## src/rtl/mopshub_sdo_pkg.sv

```systemverilog
// Shared definitions for the MOPSHUB SDO path: FSM states, SDO command
// bytes, abort codes, object indices, COB-ID bases and 76-bit frame layout.
package mopshub_sdo_pkg;

  typedef enum logic [1:0] {
    ST_IDLE     = 2'd0,
    ST_DECODE   = 2'd1,
    ST_ADC_WAIT = 2'd2,
    ST_SEND     = 2'd3
  } sdo_state_t;

  // SDO command bytes
  localparam logic [7:0] CMD_UPLOAD_REQ  = 8'h40;
  localparam logic [7:0] CMD_UPLOAD_RSP4 = 8'h43;
  localparam logic [7:0] CMD_UPLOAD_RSP2 = 8'h4B;
  localparam logic [7:0] CMD_DNLOAD_RSP  = 8'h60;
  localparam logic [7:0] CMD_ABORT       = 8'h80;
  localparam logic [7:0] CMD_DNLOAD_4    = 8'h23;
  localparam logic [7:0] CMD_DNLOAD_3    = 8'h27;
  localparam logic [7:0] CMD_DNLOAD_2    = 8'h2B;
  localparam logic [7:0] CMD_DNLOAD_1    = 8'h2F;

  // Abort codes
  localparam logic [31:0] ABORT_BAD_CMD   = 32'h0504_0001;
  localparam logic [31:0] ABORT_READ_ONLY = 32'h0601_0002;
  localparam logic [31:0] ABORT_NO_OBJECT = 32'h0602_0000;
  localparam logic [31:0] ABORT_NO_SUB    = 32'h0609_0011;
  localparam logic [31:0] ABORT_HW_ERROR  = 32'h0800_0000;

  // Object dictionary indices
  localparam logic [15:0] IDX_DEV_TYPE = 16'h1000;
  localparam logic [15:0] IDX_USER_REG = 16'h2200;
  localparam logic [15:0] IDX_ADC      = 16'h2400;

  // COB-ID bases
  localparam logic [10:0] COB_TX_BASE = 11'h580;
  localparam logic [10:0] COB_RX_BASE = 11'h600;

  // Frame field positions
  localparam int unsigned FRAME_W   = 76;
  localparam int unsigned COB_MSB   = 75;
  localparam int unsigned COB_LSB   = 65;
  localparam int unsigned RTR_BIT   = 64;
  localparam int unsigned CMD_MSB   = 63;
  localparam int unsigned CMD_LSB   = 56;
  localparam int unsigned IDXL_MSB  = 55;
  localparam int unsigned IDXL_LSB  = 48;
  localparam int unsigned IDXH_MSB  = 47;
  localparam int unsigned IDXH_LSB  = 40;
  localparam int unsigned SUB_MSB   = 39;
  localparam int unsigned SUB_LSB   = 32;
  localparam int unsigned DATA_MSB  = 31;
  localparam int unsigned DATA_LSB  = 0;

  // Payload bytes 4..7 carry a little-endian value with byte4 in the top lane
  function automatic logic [31:0] swap_bytes(input logic [31:0] v);
    return {v[7:0], v[15:8], v[23:16], v[31:24]};
  endfunction

  // Bytes actually carried by an expedited download command
  function automatic logic [31:0] dnload_mask(input logic [7:0] cmd);
    case (cmd)
      CMD_DNLOAD_1: return 32'h0000_00FF;
      CMD_DNLOAD_2: return 32'h0000_FFFF;
      CMD_DNLOAD_3: return 32'h00FF_FFFF;
      default:      return 32'hFFFF_FFFF;
    endcase
  endfunction

endpackage

```

## src/rtl/sdo_frame_pack.sv

```systemverilog
// Combinational packer of SDO response fields into the 76-bit CAN frame.
module sdo_frame_pack
  import mopshub_sdo_pkg::*;
(
  input  logic [10:0] cob,
  input  logic [7:0]  cmd,
  input  logic [15:0] idx,
  input  logic [7:0]  sub,
  input  logic [31:0] value,
  output logic [75:0] frame
);

  // Place each field; value is emitted little-endian in bytes 4..7
  always_comb begin
    frame                     = '0;
    frame[COB_MSB:COB_LSB]    = cob;
    frame[RTR_BIT]            = 1'b0;
    frame[CMD_MSB:CMD_LSB]    = cmd;
    frame[IDXL_MSB:IDXL_LSB]  = idx[7:0];
    frame[IDXH_MSB:IDXH_LSB]  = idx[15:8];
    frame[SUB_MSB:SUB_LSB]    = sub;
    frame[DATA_MSB:DATA_LSB]  = swap_bytes(value);
  end

endmodule

```

## src/rtl/mops_sdo_responder.sv

```systemverilog
// Emulated MOPS CANopen SDO server: ADC uploads, device type, user register.
module mops_sdo_responder
  import mopshub_sdo_pkg::*;
#(
  parameter logic [6:0]  NODE_ID     = 7'h00,
  parameter int unsigned N_ADC       = 35,
  parameter logic [31:0] DEV_TYPE    = 32'h0000_0000,
  parameter logic [15:0] ADC_TIMEOUT = 16'd1000
) (
  input  logic        clk,
  input  logic        rst,
  input  logic [75:0] rx_frame,
  input  logic        rx_valid,
  output logic        rx_ready,
  output logic [75:0] tx_frame,
  output logic        tx_valid,
  input  logic        tx_ready,
  output logic        adc_req,
  output logic [5:0]  adc_ch,
  input  logic        adc_ack,
  input  logic [11:0] adc_data,
  output logic [31:0] user_reg,
  output logic        busy
);

  localparam logic [10:0] RX_COB    = COB_RX_BASE + {4'h0, NODE_ID};
  localparam logic [10:0] TX_COB    = COB_TX_BASE + {4'h0, NODE_ID};
  localparam logic [7:0]  N_ADC_SUB = 8'(N_ADC);

  sdo_state_t  state, state_nxt;
  logic [7:0]  req_cmd;
  logic [15:0] req_idx;
  logic [7:0]  req_sub;
  logic [31:0] req_val;
  logic [15:0] tmo_cnt;
  logic        rx_match;
  logic        is_dnload;
  logic        adc_sub_ok;
  logic        resp_load;
  logic [7:0]  resp_cmd;
  logic [31:0] resp_val;
  logic [75:0] resp_frame;
  logic        user_wr;

  assign rx_match   = (rx_frame[COB_MSB:COB_LSB] == RX_COB) && !rx_frame[RTR_BIT];
  assign is_dnload  = (req_cmd == CMD_DNLOAD_4) || (req_cmd == CMD_DNLOAD_3) ||
                      (req_cmd == CMD_DNLOAD_2) || (req_cmd == CMD_DNLOAD_1);
  assign adc_sub_ok = (req_sub != 8'h00) && (req_sub <= N_ADC_SUB);

  // Next state, response selection and user register write strobe
  always_comb begin
    state_nxt = state;
    resp_load = 1'b0;
    resp_cmd  = CMD_ABORT;
    resp_val  = '0;
    user_wr   = 1'b0;
    case (state)
      ST_IDLE: begin
        if (rx_valid && rx_match) state_nxt = ST_DECODE;
      end
      ST_DECODE: begin
        state_nxt = ST_SEND;
        resp_load = 1'b1;
        if (req_cmd == CMD_UPLOAD_REQ) begin
          case (req_idx)
            IDX_ADC: begin
              if (adc_sub_ok) begin
                state_nxt = ST_ADC_WAIT;
                resp_load = 1'b0;
              end else begin
                resp_val = ABORT_NO_SUB;
              end
            end
            IDX_DEV_TYPE: begin
              if (req_sub == 8'h00) begin
                resp_cmd = CMD_UPLOAD_RSP4;
                resp_val = DEV_TYPE;
              end else begin
                resp_val = ABORT_NO_SUB;
              end
            end
            IDX_USER_REG: begin
              if (req_sub == 8'h00) begin
                resp_cmd = CMD_UPLOAD_RSP4;
                resp_val = user_reg;
              end else begin
                resp_val = ABORT_NO_SUB;
              end
            end
            default: resp_val = ABORT_NO_OBJECT;
          endcase
        end else if (is_dnload) begin
          case (req_idx)
            IDX_USER_REG: begin
              if (req_sub == 8'h00) begin
                resp_cmd = CMD_DNLOAD_RSP;
                user_wr  = 1'b1;
              end else begin
                resp_val = ABORT_NO_SUB;
              end
            end
            IDX_ADC, IDX_DEV_TYPE: resp_val = ABORT_READ_ONLY;
            default:               resp_val = ABORT_NO_OBJECT;
          endcase
        end else begin
          resp_val = ABORT_BAD_CMD;
        end
      end
      ST_ADC_WAIT: begin
        // Ack takes priority over a timeout expiring in the same cycle
        if (adc_ack) begin
          state_nxt = ST_SEND;
          resp_load = 1'b1;
          resp_cmd  = CMD_UPLOAD_RSP2;
          resp_val  = {20'h0_0000, adc_data};
        end else if (tmo_cnt == ADC_TIMEOUT) begin
          state_nxt = ST_SEND;
          resp_load = 1'b1;
          resp_val  = ABORT_HW_ERROR;
        end
      end
      ST_SEND: begin
        if (tx_ready) state_nxt = ST_IDLE;
      end
      default: state_nxt = ST_IDLE;
    endcase
  end

  sdo_frame_pack u_pack (
    .cob   (TX_COB),
    .cmd   (resp_cmd),
    .idx   (req_idx),
    .sub   (req_sub),
    .value (resp_val),
    .frame (resp_frame)
  );

  // State, request latch, timeout counter, response frame and user register
  always_ff @(posedge clk or negedge rst) begin
    if (!rst) begin
      state    <= ST_IDLE;
      req_cmd  <= '0;
      req_idx  <= '0;
      req_sub  <= '0;
      req_val  <= '0;
      tmo_cnt  <= '0;
      tx_frame <= '0;
      user_reg <= '0;
    end else begin
      state <= state_nxt;
      if (state == ST_IDLE && rx_valid) begin
        req_cmd <= rx_frame[CMD_MSB:CMD_LSB];
        req_idx <= {rx_frame[IDXH_MSB:IDXH_LSB], rx_frame[IDXL_MSB:IDXL_LSB]};
        req_sub <= rx_frame[SUB_MSB:SUB_LSB];
        req_val <= swap_bytes(rx_frame[DATA_MSB:DATA_LSB]);
      end
      if (state == ST_DECODE) begin
        tmo_cnt <= '0;
      end else if (state == ST_ADC_WAIT && tmo_cnt != '1) begin
        tmo_cnt <= tmo_cnt + 16'd1;
      end
      if (resp_load) tx_frame <= resp_frame;
      if (user_wr) user_reg <= req_val & dnload_mask(req_cmd);
    end
  end

  assign rx_ready = (state == ST_IDLE);
  assign tx_valid = (state == ST_SEND);
  assign busy     = (state != ST_IDLE);
  assign adc_req  = (state == ST_ADC_WAIT);
  assign adc_ch   = (state == ST_ADC_WAIT) ? req_sub[5:0] : '0;

endmodule

```

## config.mk

```make
export PLATFORM = sky130hd
export DESIGN_NAME = mops_sdo_responder
export DESIGN_NICKNAME = d
export VERILOG_FILES = /design/src/rtl/mopshub_sdo_pkg.sv /design/src/rtl/sdo_frame_pack.sv /design/src/rtl/mops_sdo_responder.sv
export SDC_FILE = /design/constraint.sdc
export NUM_CORES = 1
export LEC_CHECK = 0
export ABC_CLOCK_PERIOD_IN_PS = 6650
export BUFFER_PORTS_ARGS = -buffer_cell sky130_fd_sc_hd__buf_4
export CORE_MARGIN = 2
export CORE_UTILIZATION = 25
export DETAILED_ROUTE_END_ITERATION = 7
export GPL_TIMING_DRIVEN = 0
export PLACE_DENSITY_LB_ADDON = 0.08
export SLEW_MARGIN = 0
export SYNTH_ARGS = -nofsm -noshare
export SYNTH_HDL_FRONTEND = slang
export SYNTH_HIERARCHICAL = 1
export SYNTH_SLANG_ARGS = --single-unit
export TNS_END_PERCENT = 1
```

## constraint.sdc

```tcl
create_clock -name clk -period 6.65 [get_ports clk]
set_input_delay 1.33 -clock clk [delete_from_list [all_inputs] [get_ports clk]]
set_output_delay 1.33 -clock clk [all_outputs]
set_load 0.02 [all_outputs]
```

==> results.txt <==
----------------------------------------------------
[Clock network]
  CTS-repair resized insts ... 0
  Clock input transition at the sequential cells of the worst setup and hold paths ... 0.07 ns
  Setup bufs post-CTS ... 0
  TritonCTS buffer count ... 17
  TritonCTS clock tree ... done
  Number of H-tree branching levels ... 4
  Number of buffers on the longest clock path ... 2
  Hold buffers post-CTS ... 0
  Root Buffer ... clkbuf_16
  Total clock sinks ... 190
  Clock latency on the worst-skew pair ... 0.44 ns

[Layout]
  Area added between synthesis and finish ... 31.4%
  Utilization after layout ... 33.5%
  Number of nets in the layout ... 1096
  Antenna fix cells ... 0
  Number of flip-flops under the largest register name ... 76
  Fin cells ... 1470
  FILL cells ... 3710
  Share of post-route cells with drive strength above 1 ... 47.8%

[Logic synthesis]
  Netlist area before placement ... 9110 sq um
  Most frequent cells after synthesis ... dfrtp_1 (190), mux2_2 (108), buf_4 (76), nand2_1 (69), mux2_4 (40)
  Warnings, synthesis ... 6
  Share of Yosys cell area claimed by the top area cell type ... 52.2%
  Most common cell in the synthesized netlist ... dfrtp_1
  Mean cell area of the mapped netlist ... 12.1 sq um
  Flip-flop cell with the highest count after synthesis ... dfrtp_1
  Share of flip-flops with an asynchronous set or reset ... 100%
  Number of flops mapped to enable cells by yosys ... 0
  Sequential area share after synthesis ... 52.2%
  Top cells by area in the synthesized netlist ... dfrtp_1 (52%), mux2_2 (13%), mux2_4 (6.6%), buf_4 (6.3%), nand2_1 (2.8%)
  Flip-flop and latch count after synthesis ... 190
  Leading area contributor after synthesis ... dfrtp_1
  Post-synthesis cell count ... 756
  Distinct cell type count of the synthesized netlist ... 56

[Setup path]
  Startpoint types ... flop
  Arr. time, crit path ... 3.71 ns
  Required @ worst endpoint ... 7.03 ns
  Largest fanout on the critical path ... 10
  Critical path capture point type ... flop
  Type of the worst setup path ... flop to flop

[Placed design]
  Number of placed cells counting well taps ... 1439
  Dpl hpwl ... 19900 um
  Pre-CTS setup slack ... 3.25 ns
  Buffers on Ports ... 210
  GPL Wtd Cong ... 0.738

[Timing]
  Unrepaired setup endpoints after global routing ... false
  Fmax ... 0.301 GHz
  Transition time at the pin with the least slew margin ... 0.988 ns
  Headroom to the max-slew limit ... 33.5%
  Final hold vios ... 0
  Final setup violation count ... 0
  Max Slew Vio Count ... 0
  Final sum of negative setup slack ... 0 ns
  Final critical-path share of the clock period ... 50.0%
  Min setup slack post-route ... 3.33 ns
  Worst clock skew ... 0.0108 ns
  Min Tclk post-route ... 3.32 ns

[Routing]
  Number of violations reported at the end of detailed-routing iteration 0 ... 310
  DRC viols ... 0
  Wire length reported by the detailed router ... 26800 um
  ANT nets after route ... 0
  Drt pass-1 iters ... 4
  Total vias in the final route ... 6284
  Wirelength per Cell ... 18.2 um
  Post-DR vias/cell ... 4.27

[Power and ir drop]
  Power Dens Cells ... 424 nW/um^2
  Power consumption ... 5.08 mW
  VDD IR-drop max ... 181 uV
  Sequential Power Share ... 35.7%
  Leakage power ... 5.74 nW
  Clock power share ... 22.2%
  Switching power ... 1.73 mW
  Internal power contribution ... 3.34 mW
  Proportion of power drawn by combinational gates ... 42.1%
  Net Sw Frac ... 34.2%

[Die]
  Horizontal die dimension ... 195 um
  Full die area ... 38000 sq um
  # rows ... 69
  Area inside the core boundary ... 35700 sq um
  Height of the die ... 195 um
  IO Count ... 211
  Effective utilization at floorplan ... 25.5%

[Outcome]
  Run status ... complete, no violations

[Global route]
  Number of global-route vias before repair ... 6564
  Global-route wire length before repair ... 41600 um
  Global-route usage over all layers ... 14.6%
  Maximum number of pins on one net before global-route repair ... 102
  Total grt overflow ... 0
  Number of antenna violations at the first check in global routing ... 0

[Run]
  Count of max-cap constraint violations ... 0

[Hold path]
  Hold Crit Class ... flop to flop

----------------------------------------------------
-- worst max-delay path, cell delays in order (launching register included) --
cell	delay, ns
dfrtp_1	0.39
nor4_1	0.51
nand3_1	0.42
nor4_1	0.95
clkbuf_1	0.56
a22o_1	0.22
buf_4	0.10
mux2_4	0.12
-- power by group through the flow --
| stage | combinational (mW) | sequential (mW) | clock [mW] |
|---|---|---|---|
| after CTS | 2.19 | 1.82 | 1.18 |
| after floorplan | 1.32 | 1.95 | 0 |
| after global placement | 2.17 | 1.83 | 0 |
| final | 2.14 | 1.81 | 1.13 |
| after global routing | 2.32 | 1.87 | 1.22 |
| after detailed placement | 2.19 | 1.84 | 0 |
-- final cells by class --
type | count | area (sq um) | share of cell area (%)
Timing Repair Buffer | 211 | 1610 | 13.5
Sequential cell | 190 | 4750 | 39.7
Clock inverter | 11 | 164 | 1.37
Tap cell | 461 | 577 | 4.82
Clock buffer | 20 | 467 | 3.90
Buffer | 107 | 731 | 6.10
Multi-Input combinational cell | 460 | 3630 | 30.3
Inverter | 10 | 37.5 | 0.313
-- layout by cell type, fill, tap and decap left out, types with 14 or more instances in the layout --
master     Yosys  layout
mux2_2       108     108
dfrtp_1      190     190
conb_1         3      14
clkbuf_1      21      21
clkbuf_16      0      17
o21ai_0       37      37
nand2_1       69      69
buf_4         76     285
and2_1        25      25
nor2_1        25      25
mux2_4        40      40
-- final timing paths --
| kind | cells after the start | from | to | slack, ns |
|---|---|---|---|---|
| max in group asynchronous | 2 | rst | user_reg[20] | 4.76 |
| worst max-delay path | 7 | req_idx[2] | tx_frame[27] | 3.33 |
| worst min register to register | 1 | req_val[5] | user_reg[5] | 0.50 |
| worst min-delay path | 1 | req_val[5] | user_reg[5] | 0.50 |
| worst max register to register | 7 | req_idx[2] | tx_frame[27] | 3.33 |
| min in group asynchronous | 1 | rst | tx_frame[48] | 0.88 |
-- per-layer routing --
metal / GRT usage [%] / wire length [um]
met3: 5.69 / 2030
met1: 19.6 / 12500
met4: 2.88 / 158
met2: 22.4 / 12100
met5: 0 / 0
-- cells by family after synthesis --
kind of cell             synth area share, %
flip-flops                              52.2
AO/OA/AOI/OAI                           6.26
other                                  0.124
XOR/XNOR                                1.44
multiplexers                            20.0
buffers and inverters                   8.43
AND/OR/NAND/NOR                         10.7
adder cells (fa/ha/maj)                0.824
-- per-stage QoR --
stage	hold slack (ns)	cell area, sq um
after CTS	0.502	12000
after global placement	0.485	11300
final	0.498	12000
after floorplan	0.475	9160
after detailed placement	0.486	11300
after global routing	0.524	12000
No activity file was read; power rests on OpenSTA's default activity.
